$ cat src/rtl/nandy_regfile_pkg.sv
// Shared types and helpers for the stack-aware register file.
package nandy_regfile_pkg;

  // Controller states: IDLE accepts requests, the others finish two-cycle operations.
  typedef enum logic [1:0] {
    IDLE     = 2'd0,
    POP_WAIT = 2'd1,
    PAIR_HI  = 2'd2
  } state_e;

  // Winning request after arbitration, listed from highest to lowest priority.
  typedef enum logic [2:0] {
    REQ_NONE = 3'd0,
    REQ_POP  = 3'd1,
    REQ_PUSH = 3'd2,
    REQ_PAIR = 3'd3,
    REQ_WR   = 3'd4
  } req_e;

  // Register-select width for a register count.
  function automatic int aw_of(input int n);
    return (n <= 1) ? 1 : $clog2(n);
  endfunction

endpackage

$ cat src/rtl/stack_regfile_ctrl.sv
// Request arbitration, push/pop/pair sequencing, memory strobes and sticky errors.
// Produces two register write ports: a stack-pointer update and a general
// write; the general write is applied last so it wins on a collision.
module stack_regfile_ctrl
  import nandy_regfile_pkg::*;
#(
  parameter int                WIDTH       = 8,
  parameter int                NREGS       = 4,
  parameter logic [WIDTH-1:0]  STACK_BASE  = '0,
  parameter logic [WIDTH-1:0]  STACK_LIMIT = WIDTH'(8'hF0),
  localparam int               AW          = aw_of(NREGS)
) (
  input  logic               clk,
  input  logic               nRST,
  input  logic               pop,
  input  logic               push,
  input  logic               pair_wr,
  input  logic               wr_en,
  input  logic [AW-1:0]      wa,
  input  logic [WIDTH-1:0]   wd,
  input  logic [WIDTH-1:0]   push_data,
  input  logic [2*WIDTH-1:0] pair_data,
  input  logic               err_clr,
  input  logic [WIDTH-1:0]   sp_val,
  input  logic [WIDTH-1:0]   mem_rdata,
  output logic [WIDTH-1:0]   mem_addr,
  output logic               mem_we,
  output logic               mem_re,
  output logic [WIDTH-1:0]   mem_wd,
  output logic               busy,
  output logic               ov_err,
  output logic               un_err,
  output logic               rf_we,
  output logic [AW-1:0]      rf_sel,
  output logic [WIDTH-1:0]   rf_wdat,
  output logic               sp_we,
  output logic [WIDTH-1:0]   sp_wdat
);

  localparam logic [WIDTH-1:0] ONE = WIDTH'(1);

  state_e           state_q, state_d;
  logic [AW-1:0]    wa_q, wa_d;
  logic [WIDTH-1:0] hi_q, hi_d;
  logic             ov_q, ov_d;
  logic             un_q, un_d;
  req_e             req;

  assign busy   = (state_q != IDLE);
  assign ov_err = ov_q;
  assign un_err = un_q;

  // Fixed-priority pick among simultaneous requests; losers are dropped.
  always_comb begin
    req = REQ_NONE;
    if (pop)          req = REQ_POP;
    else if (push)    req = REQ_PUSH;
    else if (pair_wr) req = REQ_PAIR;
    else if (wr_en)   req = REQ_WR;
  end

  // Next-state, memory strobes, register write controls and error flags.
  always_comb begin
    state_d  = state_q;
    wa_d     = wa_q;
    hi_d     = hi_q;
    ov_d     = ov_q & ~err_clr;
    un_d     = un_q & ~err_clr;
    mem_addr = '0;
    mem_we   = 1'b0;
    mem_re   = 1'b0;
    mem_wd   = '0;
    rf_we    = 1'b0;
    rf_sel   = '0;
    rf_wdat  = '0;
    sp_we    = 1'b0;
    sp_wdat  = '0;
    case (state_q)
      IDLE: begin
        case (req)
          REQ_POP: begin
            if (sp_val == STACK_BASE) begin
              un_d = 1'b1;
            end else begin
              mem_re   = 1'b1;
              mem_addr = sp_val;
              wa_d     = wa;
              state_d  = POP_WAIT;
            end
          end
          REQ_PUSH: begin
            if (sp_val == STACK_LIMIT) begin
              ov_d = 1'b1;
            end else begin
              mem_we   = 1'b1;
              mem_addr = sp_val - ONE;
              mem_wd   = push_data;
              sp_we    = 1'b1;
              sp_wdat  = sp_val - ONE;
            end
          end
          REQ_PAIR: begin
            rf_we   = 1'b1;
            rf_sel  = {wa[AW-1:1], 1'b0};
            rf_wdat = pair_data[WIDTH-1:0];
            hi_d    = pair_data[2*WIDTH-1:WIDTH];
            wa_d    = {wa[AW-1:1], 1'b1};
            state_d = PAIR_HI;
          end
          REQ_WR: begin
            rf_we   = 1'b1;
            rf_sel  = wa;
            rf_wdat = wd;
          end
          default: ;
        endcase
      end
      POP_WAIT: begin
        sp_we   = 1'b1;
        sp_wdat = sp_val + ONE;
        rf_we   = 1'b1;
        rf_sel  = wa_q;
        rf_wdat = mem_rdata;
        state_d = IDLE;
      end
      PAIR_HI: begin
        rf_we   = 1'b1;
        rf_sel  = wa_q;
        rf_wdat = hi_q;
        state_d = IDLE;
      end
      default: state_d = IDLE;
    endcase
  end

  // Control state with synchronous active-low reset.
  always_ff @(posedge clk) begin
    if (!nRST) begin
      state_q <= IDLE;
      ov_q    <= 1'b0;
      un_q    <= 1'b0;
    end else begin
      state_q <= state_d;
      ov_q    <= ov_d;
      un_q    <= un_d;
    end
  end

  // Latched destination and high half; only meaningful outside IDLE.
  always_ff @(posedge clk) begin
    wa_q <= wa_d;
    hi_q <= hi_d;
  end

endmodule

$ cat src/rtl/stack_regfile.sv
// Register file with a hardware stack pointer, two combinational read ports,
// push/pop to a synchronous stack memory and a two-cycle pair write.
module stack_regfile
  import nandy_regfile_pkg::*;
#(
  parameter int                WIDTH       = 8,
  parameter int                NREGS       = 4,
  parameter int                SP_INDEX    = 1,
  parameter logic [WIDTH-1:0]  STACK_BASE  = '0,
  parameter logic [WIDTH-1:0]  STACK_LIMIT = WIDTH'(8'hF0),
  localparam int               AW          = aw_of(NREGS)
) (
  input  logic               clk,
  input  logic               nRST,
  input  logic [AW-1:0]      rsA,
  input  logic [AW-1:0]      rsB,
  output logic [WIDTH-1:0]   A,
  output logic [WIDTH-1:0]   B,
  input  logic               wr_en,
  input  logic [AW-1:0]      wa,
  input  logic [WIDTH-1:0]   wd,
  input  logic               push,
  input  logic [WIDTH-1:0]   push_data,
  input  logic               pop,
  input  logic               pair_wr,
  input  logic [2*WIDTH-1:0] pair_data,
  input  logic               err_clr,
  output logic [WIDTH-1:0]   mem_addr,
  output logic               mem_we,
  output logic               mem_re,
  output logic [WIDTH-1:0]   mem_wd,
  input  logic [WIDTH-1:0]   mem_rdata,
  output logic               busy,
  output logic [WIDTH-1:0]   sp,
  output logic               ov_err,
  output logic               un_err
);

  logic [WIDTH-1:0] regs_q [NREGS];
  logic [WIDTH-1:0] regs_d [NREGS];
  logic             rf_we;
  logic [AW-1:0]    rf_sel;
  logic [WIDTH-1:0] rf_wdat;
  logic             sp_we;
  logic [WIDTH-1:0] sp_wdat;

  assign A  = regs_q[rsA];
  assign B  = regs_q[rsB];
  assign sp = regs_q[SP_INDEX];

  stack_regfile_ctrl #(
    .WIDTH       (WIDTH),
    .NREGS       (NREGS),
    .STACK_BASE  (STACK_BASE),
    .STACK_LIMIT (STACK_LIMIT)
  ) u_ctrl (
    .clk       (clk),
    .nRST      (nRST),
    .pop       (pop),
    .push      (push),
    .pair_wr   (pair_wr),
    .wr_en     (wr_en),
    .wa        (wa),
    .wd        (wd),
    .push_data (push_data),
    .pair_data (pair_data),
    .err_clr   (err_clr),
    .sp_val    (regs_q[SP_INDEX]),
    .mem_rdata (mem_rdata),
    .mem_addr  (mem_addr),
    .mem_we    (mem_we),
    .mem_re    (mem_re),
    .mem_wd    (mem_wd),
    .busy      (busy),
    .ov_err    (ov_err),
    .un_err    (un_err),
    .rf_we     (rf_we),
    .rf_sel    (rf_sel),
    .rf_wdat   (rf_wdat),
    .sp_we     (sp_we),
    .sp_wdat   (sp_wdat)
  );

  // Merge SP update then general write, so a popped value landing in SP wins.
  always_comb begin
    for (int i = 0; i < NREGS; i++) regs_d[i] = regs_q[i];
    if (sp_we) regs_d[SP_INDEX] = sp_wdat;
    if (rf_we) regs_d[rf_sel] = rf_wdat;
  end

  // Register array; reset clears everything and empties the stack.
  always_ff @(posedge clk) begin
    if (!nRST) begin
      for (int i = 0; i < NREGS; i++) begin
        regs_q[i] <= (i == SP_INDEX) ? STACK_BASE : '0;
      end
    end else begin
      for (int i = 0; i < NREGS; i++) regs_q[i] <= regs_d[i];
    end
  end

endmodule
$ cat config.mk
export PLATFORM = sky130hd
export DESIGN_NAME = stack_regfile
export DESIGN_NICKNAME = d
export VERILOG_FILES = /design/src/rtl/nandy_regfile_pkg.sv /design/src/rtl/stack_regfile_ctrl.sv /design/src/rtl/stack_regfile.sv
export SDC_FILE = /design/constraint.sdc
export NUM_CORES = 1
export LEC_CHECK = 0
export CORE_ASPECT_RATIO = 0.5
export CORE_UTILIZATION = 25
export CTS_BUF_LIST = sky130_fd_sc_hd__clkbuf_4
export CTS_CLUSTER_DIAMETER = 120
export DETAILED_ROUTE_END_ITERATION = 10
export PLACE_DENSITY = 0.55
export SLEW_MARGIN = 10
export SYNTH_ARGS = -nofsm -noshare
export SYNTH_HDL_FRONTEND = slang
export SYNTH_SLANG_ARGS = --single-unit
$ cat constraint.sdc
create_clock -name clk -period 4.9 [get_ports clk]
set_input_delay 0.98 -clock clk [delete_from_list [all_inputs] [get_ports clk]]
set_output_delay 0.98 -clock clk [all_outputs]
set_load 0.05 [all_outputs]
==> impl_metrics.py <==
metrics = {
    "run_status": {
        "status": "finished with violations",
        "failed_checks": "design-rule violations",
    },
    "clocking": {
        "ctsHoldBuffers": 0,
        "clkLatencyLatePin_ns": 0.38,
        "cts_tree": "done",
        "cts_sinks": 46,
        "clk_path_buf_depth": 2,
        "root_buffer": "clkbuf_4",
        "clkTransAtPathRegs_ns": 0.14,
        "cts_resized": 0,
        "numCtsBuffers": 5,
        "cts_htree_levels": 2,
        "post_cts_buffers": 0,
    },
    "setup_path": {
        "critPathLaunch": "push",
        "critPathMaxFanout": 11,
        "endpoint_kind": "output port",
        "cp-start-kind": "input pin",
        "r2r-start": "regs_q[1][0]",
        "path_class": "in2out",
        "crit_arrival_ns": 3.36,
        "reg2reg_setup_slack_ns": 2.36,
        "reg2reg_depth": 7,
        "rr_endpoint": "regs_q[1][6]",
        "required_ns": 3.92,
    },
    "timing": {
        "fin_setup_tns_ns": 0,
        "rsz0062_at_grt": "no",
        "max_slew.worst_pin.slew_ns": 1.06,
        "setup_viol_count_final": 0,
        "post-route-min-period_ns": 4.34,
        "finClkSkew_ns": 0.0114,
        "fin_ws_ns": 0.558,
        "min_period_over_period_pct": 88.6,
        "fmax_mhz": 230,
        "hold_viol_final": 0,
        "slew_headroom_pct": 28.4,
        "final_max_slew_viol_count": 0,
    },
    "yosys": {
        "yosysSeqAreaShare_pct": 33.6,
        "syn-num-nets": 392,
        "synth-async-reset-ratio_pct": 0,
        "synth_cell_type_count": 65,
        "yosysWarnings": 0,
        "syn-cell-area_sq_mm": 0.00304,
        "syn_inst": 332,
        "synth_flop_cell": "dfxtp_1",
        "syn_avg_cell_area_sq_um": 9.15,
        "synth_seq_cells": 46,
        "synth_edf_count": 10,
    },
    "routing": {
        "antenna_left": 0,
        "wire_per_inst_microns": 16.5,
        "dr.pass1.iters": 7,
        "wl_microns": 9610,
        "drt_iter0_drc": 242,
        "drc": 1,
        "vias": 2843,
        "vias_per_cell": 4.88,
    },
    "place": {
        "dp_hpwl_microns": 7300,
        "port_buffers": 97,
        "dp_cells": 574,
        "place_congestion": 0.819,
        "dp_slack_ns": 0.577,
        "place_area_sq_mm": 0.00418,
    },
    "power": {
        "pwr-share-comb_pct": 66.0,
        "p_int_w": 0.00116,
        "p_leak_nw": 1.44,
        "pwr-share-seq_pct": 25.7,
        "ir_worst_vdd_mv": 0.170,
        "sw_frac_of_total_pct": 51.1,
        "p_switching_w": 0.00122,
        "p_clk_share_pct": 8.3,
        "powerDensity_mw_per_mm2": 561,
    },
    "floorplan": {
        "core_area_sq_mm": 0.0118,
        "ios": 98,
        "fp-row-count": 28,
        "start_util_pct": 25.7,
        "fp.dieH_microns": 80.0,
        "fp.dieW_microns": 158,
        "fp.dieArea_sq_mm": 0.0126,
    },
    "global_routing": {
        "track_usage_pct": 15.6,
        "antenna_found_initial": 0,
        "grt_overflow": 0,
        "grt_max_degree": 29,
        "grt_pass1_wl_microns": 14700,
        "grt_pass1_vias": 2572,
    },
    "cells_and_area": {
        "drive_gt1_share_pct": 12.7,
        "syn_to_final_growth_pct": 39.4,
        "final_nets": 476,
        "n_antenna_cell": 0,
        "final_cell_area_sq_mm": 0.00424,
        "fin_cells": 582,
    },
    "worst_hold_path": {
        "worstHoldPathCells": 2,
        "hp-class": "reg2reg",
    },
    "run": {
        "drv_cap": 0,
    },
}
[through the flow]
stage,utilization [%],hold WS (ns),power (W)
5_1_grt,35.8,0.550,0.00252
6_report,35.8,0.506,0.00238
2_1_floorplan,-,0.460,0.00168
4_1_cts,35.8,0.509,0.00238
3_5_place_dp,35.3,0.491,0.00218
3_3_place_gp,35.3,0.483,0.00219
[cells in the mapped netlist, types with 2 or more instances]
| cell | instances | area (sq um) |
|---|---|---|
| a221oi_1 | 7 | 61.3 |
| o211a_1 | 2 | 20.0 |
| o21a_1 | 4 | 30.0 |
| o211ai_1 | 2 | 15.0 |
| nor3_1 | 7 | 35.0 |
| a22oi_1 | 7 | 52.6 |
| ha_1 | 7 | 87.6 |
| edfxtp_1 | 10 | 300 |
| or3b_2 | 2 | 17.5 |
| or3_1 | 3 | 18.8 |
| and2_1 | 10 | 62.6 |
| xnor2_1 | 4 | 35.0 |
| inv_1 | 9 | 33.8 |
| and3_1 | 3 | 18.8 |
| dfxtp_1 | 36 | 721 |
| a21oi_1 | 14 | 70.1 |
| nand2b_1 | 3 | 18.8 |
| nor2b_1 | 2 | 12.5 |
| mux4_2 | 16 | 360 |
| a41oi_1 | 2 | 17.5 |
| nor2_1 | 60 | 225 |
| clkbuf_1 | 20 | 75.1 |
| o2111ai_1 | 2 | 17.5 |
| nor3b_1 | 2 | 15.0 |
| nor3b_2 | 2 | 25.0 |
| nand3_1 | 5 | 25.0 |
| o22ai_1 | 2 | 12.5 |
| buf_2 | 3 | 15.0 |
| o21ai_1 | 2 | 10.0 |
| mux2i_1 | 2 | 20.0 |
| o21ai_0 | 11 | 55.1 |
| nand3b_1 | 6 | 45.0 |
| nand2_1 | 10 | 37.5 |
| buf_1 | 3 | 11.3 |
| a211oi_1 | 22 | 165 |
[cell type report]
type	instances	area (sq um)
tap	165	206
clock buffer	6	45.0
timing repair buffer	104	1040
inverter	10	37.5
sequential	46	1020
fill	1243	7610
multi-input combinational	249	1870
clock inverter	2	12.5
[layout by cell type (no fill, tap or decap), types with 5 or more instances in the layout]
master	instances
dfxtp_1	36
a21oi_1	14
nand3_1	5
nand2_1	10
nor2_1	60
and2_1	10
ha_1	7
a211oi_1	22
nor3_1	7
edfxtp_1	10
o21ai_0	11
inv_1	9
a221oi_1	7
clkbuf_4	6
clkdlybuf4s50_1	89
mux4_2	16
buf_4	12
nand3b_1	6
a22oi_1	7
[power groups by stage]
stage | Sequential [W] | Combinational, W | Clock, W
after global routing | 0.000628 | 0.00168 | 0.000218
final | 0.000610 | 0.00157 | 0.000198
after global placement | 0.000616 | 0.00157 | 0
after floorplan | 0.000650 | 0.00103 | 0
after CTS | 0.000609 | 0.00157 | 0.000203
after detailed placement | 0.000619 | 0.00156 | 0
[critical path, stage by stage]
cell and delay, ns:
clkdlybuf4s50_1 0.60, nor2b_1 0.31, o21ai_0 0.44, or3b_2 0.58, a21oi_1 0.26, buf_12 0.18
[worst max path at each step]
stage	end	cells after the start
6_report	mem_addr[2]	6
3_3_place_gp	mem_wd[0]	6
4_1_cts	mem_addr[2]	6
2_1_floorplan	mem_addr[2]	8
3_5_place_dp	mem_addr[2]	6
5_1_grt	mem_addr[2]	6
[routing by layer]
layer	GRT usage [%]	vias to the layer above	share of wire [%]
met5	0	-	0
met3	3.20	8	4.4
met2	23.0	62	43
met4	3.01	0	0.78
met1	23.0	1359	52
li1	-	1414	-
[logic make-up (layout without fill, tap and decap cells)]
kind of cell    count (synthesis)  in the layout  share of synthesized area (%)
flops                          46             46                           33.6
mux                            19             19                           12.9
fa+ha+maj                       7              7                           2.88
simple gates                  129            129                           23.2
buf+inv                        37            122                           4.82
compound gates                 90             90                           21.4
xor+xnor                        4              4                           1.15
(Power assumes the default switching activity.)
